## src/rtl/ex_flag_stage.sv

```systemverilog
// EX/MEM boundary stage behind the 64-bit add/sub unit.
// Registers the adder result, destination and write-enable into MEM, keeps
// the architectural NZCV register, and resolves B.cond against flags that are
// bypassed from the instruction currently in EX, so a branch right after a
// flag-setting op needs no stall.
module ex_flag_stage #(
    parameter int WIDTH    = 64,
    parameter int REG_BITS = 5
) (
    input  logic                clk,
    input  logic                reset,
    input  logic                in_valid,
    input  logic [WIDTH-1:0]    sum,
    input  logic                of,
    input  logic                carry,
    input  logic                set_flags,
    input  logic [REG_BITS-1:0] rd,
    input  logic                reg_write,
    input  logic                stall,
    input  logic                flush,
    input  logic [3:0]          cond,
    output logic                mem_valid,
    output logic [WIDTH-1:0]    mem_result,
    output logic [REG_BITS-1:0] mem_rd,
    output logic                mem_reg_write,
    output logic [3:0]          flags,
    output logic                cond_taken
);

    // Flag bit positions within NZCV
    localparam int FN = 3;
    localparam int FZ = 2;
    localparam int FC = 1;
    localparam int FV = 0;

    logic       upd_p0;
    logic [3:0] new_flags_p0;
    logic [3:0] eff_flags_p0;

    // Evaluate an ARM condition code against an NZCV nibble.
    function automatic logic eval_cond(input logic [3:0] c, input logic [3:0] f);
        logic n, z, cy, v;
        logic r;
        n  = f[FN];
        z  = f[FZ];
        cy = f[FC];
        v  = f[FV];
        case (c)
            4'b0000: r = z;
            4'b0001: r = ~z;
            4'b0010: r = cy;
            4'b0011: r = ~cy;
            4'b0100: r = n;
            4'b0101: r = ~n;
            4'b0110: r = v;
            4'b0111: r = ~v;
            4'b1000: r = cy & ~z;
            4'b1001: r = ~(cy & ~z);
            4'b1010: r = (n == v);
            4'b1011: r = (n != v);
            4'b1100: r = ~z & (n == v);
            4'b1101: r = ~(~z & (n == v));
            default: r = 1'b1;
        endcase
        return r;
    endfunction

    // A stalled or flushed EX instruction must not touch the flags. Reset
    // deliberately does not gate this, so the bypass stays live during reset.
    assign upd_p0       = in_valid & set_flags & ~stall & ~flush;
    assign new_flags_p0 = {sum[WIDTH-1], (sum == '0), carry, of};
    assign eff_flags_p0 = upd_p0 ? new_flags_p0 : flags;
    assign cond_taken   = eval_cond(cond, eff_flags_p0);

    // ---- EX -> MEM boundary: pipeline register and NZCV register ----
    always_ff @(posedge clk) begin
        if (reset) begin
            mem_valid     <= 1'b0;
            mem_result    <= '0;
            mem_rd        <= '0;
            mem_reg_write <= 1'b0;
            flags         <= 4'b0000;
        end else begin
            if (flush) begin
                mem_valid     <= 1'b0;
                mem_result    <= '0;
                mem_rd        <= '0;
                mem_reg_write <= 1'b0;
            end else if (!stall) begin
                mem_valid     <= in_valid;
                mem_result    <= sum;
                mem_rd        <= rd;
                mem_reg_write <= reg_write & in_valid;
            end
            if (upd_p0) begin
                flags <= new_flags_p0;
            end
        end
    end

endmodule

```

## config.mk

```make
export PLATFORM = sky130hd
export DESIGN_NAME = ex_flag_stage
export DESIGN_NICKNAME = d
export VERILOG_FILES = /design/src/rtl/ex_flag_stage.sv
export SDC_FILE = /design/constraint.sdc
export NUM_CORES = 1
export LEC_CHECK = 0
export ABC_AREA = 1
export BUFFER_PORTS_ARGS = -buffer_cell sky130_fd_sc_hd__buf_2
export CORE_UTILIZATION = 46
export DETAILED_ROUTE_END_ITERATION = 10
export PLACE_DENSITY = 0.79
export SETUP_SLACK_MARGIN = 0.3
export SKIP_LAST_GASP = 1
export SLEW_MARGIN = 0
export SYNTH_ARGS = -nofsm -noshare
export SYNTH_HDL_FRONTEND = slang
export SYNTH_SLANG_ARGS = --single-unit
```

## constraint.sdc

```tcl
create_clock -name clk -period 1.7 [get_ports clk]
set_input_delay 0.255 -clock clk [delete_from_list [all_inputs] [get_ports clk]]
set_output_delay 0.255 -clock clk [all_outputs]
set_load 0.01 [all_outputs]
```

==> flow_metrics.env <==
export IMPL_status="finished, violations left"
export IMPL_violations="DRC, setup timing"
export IMPL_yosys_top_cells_count="187 x nand2_1, 75 x dfxtp_1, 73 x a21oi_1"
export IMPL_max_cap_violations=0
export IMPL_p_int_mw=3.05
export IMPL_antenna_found_initial=0
export IMPL_first_pass_iters=8
export IMPL_grt_pass1_vias=3171
export IMPL_min_period_ns=1.84
export IMPL_ys_flop_type="dfxtp_1"
export IMPL_placed_cell_area_um2=4060
export IMPL_combPwrFrac_pct=12.7
export IMPL_worst_setup_path_end_kind="primary output"
export IMPL_cp_max_fo=8
export IMPL_htreeDepth=3
export IMPL_finalHoldViolations=0
export IMPL_p_sw_share_pct=24.5
export IMPL_slew_violations=0
export IMPL_r2r_slack_ns=0.91
export IMPL_yosys_warnings=0
export IMPL_wl_um=9050
export IMPL_grt_max_degree=72
export IMPL_root_buffer="clkbuf_8"
export IMPL_vdd_drop_max_v=0.000530
export IMPL_ant_nets=0
export IMPL_fin_util_pct=67.8
export IMPL_fin_tns_setup_ns=-0.145
export IMPL_cts_tree="built"
export IMPL_track_usage_pct=24.9
export IMPL_num_rows=29
export IMPL_hold_path_class="input pin to flip-flop"
export IMPL_port_buffers=157
export IMPL_drc_errors=12
export IMPL_synth_distinct_cells=20
export IMPL_fin_worst_skew_ns=0
export IMPL_slew_headroom_pct=54.1
export IMPL_clk_latency_ns=0.34
export IMPL_worst_pin_slew_ns=0.688
export IMPL_hpwl_um=6550
export IMPL_core_um2=6490
export IMPL_yosysTopAreaCell="dfxtp_1"
export IMPL_rsz0062_at_grt="yes"
export IMPL_cp_arrival_ns=1.59
export IMPL_cts_sinks=75
export IMPL_design_area_um2=4410
export IMPL_ios=158
export IMPL_initialDrtViolationCount=189
export IMPL_grt_pass1_wl_um=14400
export IMPL_die_w_um=84.9
export IMPL_switchingPower_mw=0.992
export IMPL_cp_required_ns=1.44
export IMPL_fin_ws_ns=-0.145
export IMPL_netlist_area_um2=3160
export IMPL_clockBufferDepth=2
export IMPL_worstSetupPathType="input pin to primary output"
export IMPL_cp_start_kind="input pin"
export IMPL_initial_utilization_pct=48.7
export IMPL_timing_final_crit_share_pct=109
export IMPL_num_antenna_cells=0
export IMPL_gp_congestion=0.868
export IMPL_syn_nets=545
export IMPL_synth_top_area_share_pct=47.4
export IMPL_pwr_share_clk_pct=41.8
export IMPL_chipHeight_um=84.9
export IMPL_routedWlPerCell_um=12.7
export IMPL_power_leakage_nw=2.19
export IMPL_powerDensity_nw_per_um2=917
export IMPL_syn_area_per_cell_um2=6.83
export IMPL_synthArstFlopShare_pct=0
export IMPL_area_growth_pct=39.3
export IMPL_layout_drive_gt1_share_pct=34.9
export IMPL_clk_pin_slew_ns=0.08
export IMPL_setup_violations=1
export IMPL_ys_ff_latch=75
export IMPL_avgViaCountPerCell=4.99
export IMPL_timing_fmax_mhz=542
export IMPL_vias=3541
export IMPL_synthCells=463
export IMPL_synth_edf_count=0
export IMPL_seqPwrFrac_pct=45.5
export IMPL_seq_area_frac_synth_pct=47.4
export IMPL_overflow=0
export IMPL_die_area_um2=7210
export IMPL_fin_nets=710
export IMPL_netlist_top_cells_area="dfxtp_1 47%, nand2_1 22%, a21oi_1 12%, nor2_1 7.0%, clkbuf_1 2.4%"
export IMPL_synth_most_common_cell="nand2_1"
export IMPL_cts_made_buffers=9
## through the flow
| step | hold WS, ns | cells | setup slack [ns] | power [mW] |
|---|---|---|---|---|
| floorplan | 0.324 | 463 | 0.203 | 2.13 |
| global placement | 0.441 | 687 | -0.0992 | 2.35 |
| detailed placement | 0.449 | 687 | -0.143 | 2.36 |
| CTS | 0.135 | 710 | -0.139 | 4.06 |
| global route | 0.131 | 710 | -0.269 | 4.20 |
| finish | 0.140 | 710 | -0.145 | 4.04 |
## cell usage in the layout, fill, tap and decap left out, drive strengths merged
cell	netlist	layout
nand2	194	194
buf	3	177
dfxtp	75	75
a21oi	73	73
nor2	62	62
inv	10	12
nand3	11	11
clkbuf	20	10
or2	7	7
nand4	4	4
nand3b	3	3
bufinv	0	3
clkinv	1	1
clkinvlp	0	1
## worst max-delay path: stages
cell,delay (ns)
buf_6,0.10
nor2_4,0.16
nand2_4,0.11
nor2_1,0.11
nand2_1,0.08
nor2_2,0.12
nand3_2,0.15
nand4_1,0.12
nand2_1,0.06
nor2_1,0.10
nand2_1,0.08
buf_6,0.13
## final cells by class
class	instances	area (um^2)
sequential	75	1510
tap	77	96.3
timing repair buffer	177	973
clock inverter	6	111
fill	563	2090
multi-input combinational	354	1540
clock buffer	10	138
inverter	11	41.3
## logic make-up after synthesis
group,after synthesis,synth area share (%)
and+or+nand+nor,281,36.7
DFF,75,47.4
AOI/OAI and AO/OA,73,11.5
buffers and inverters,34,4.31
## sequential cells by signal, summed over array words and instances, names as in the netlist
signal / flops
mem_valid: 1
mem_rd: 5
flags: 4
mem_reg_write: 1
mem_result: 64
## repair_timing
| item | in CTS | in global routing |
|---|---|---|
| hold buffers | 0 | 0 |
| gates resized for setup | 11 | 4 |
| setup endpoints to repair | 1 | 1 |
| pin swaps | 15 | 3 |
| setup buffers | 7 | 0 |
| gates cloned | 0 | 0 |
## power groups by stage
stage                     combinational (mW)  clock [mW]  sequential [mW]
after detailed placement               0.487           0             1.88
final                                  0.512        1.69             1.84
after global routing                   0.571        1.78             1.84
after global placement                 0.479           0             1.87
after floorplan                        0.223           0             1.90
after CTS                              0.506        1.71             1.84
## path summary, 6_finish.rpt
| check | startpoint | end | cells past startpoint |
|---|---|---|---|
| max | flush | cond_taken | 12 |
| max reg2reg | flags[0]$_SDFF_PP0_ | flags[0]$_SDFF_PP0_ | 5 |
| min reg2reg | mem_result[29]$_SDFFE_PP0N_ | mem_result[29]$_SDFFE_PP0N_ | 2 |
| min | reset | flags[1]$_SDFF_PP0_ | 2 |
## layer usage
metal  global-route usage (%)  share of wire, %  vias to the layer above
li1                         -                 -                     1794
met1                     31.0                42                     1588
met2                     42.2                49                      144
met3                     5.06               7.1                       15
met4                     10.2               2.1                        0
met5                        0                 0                        -
No activity file was read; power rests on OpenSTA's default activity.
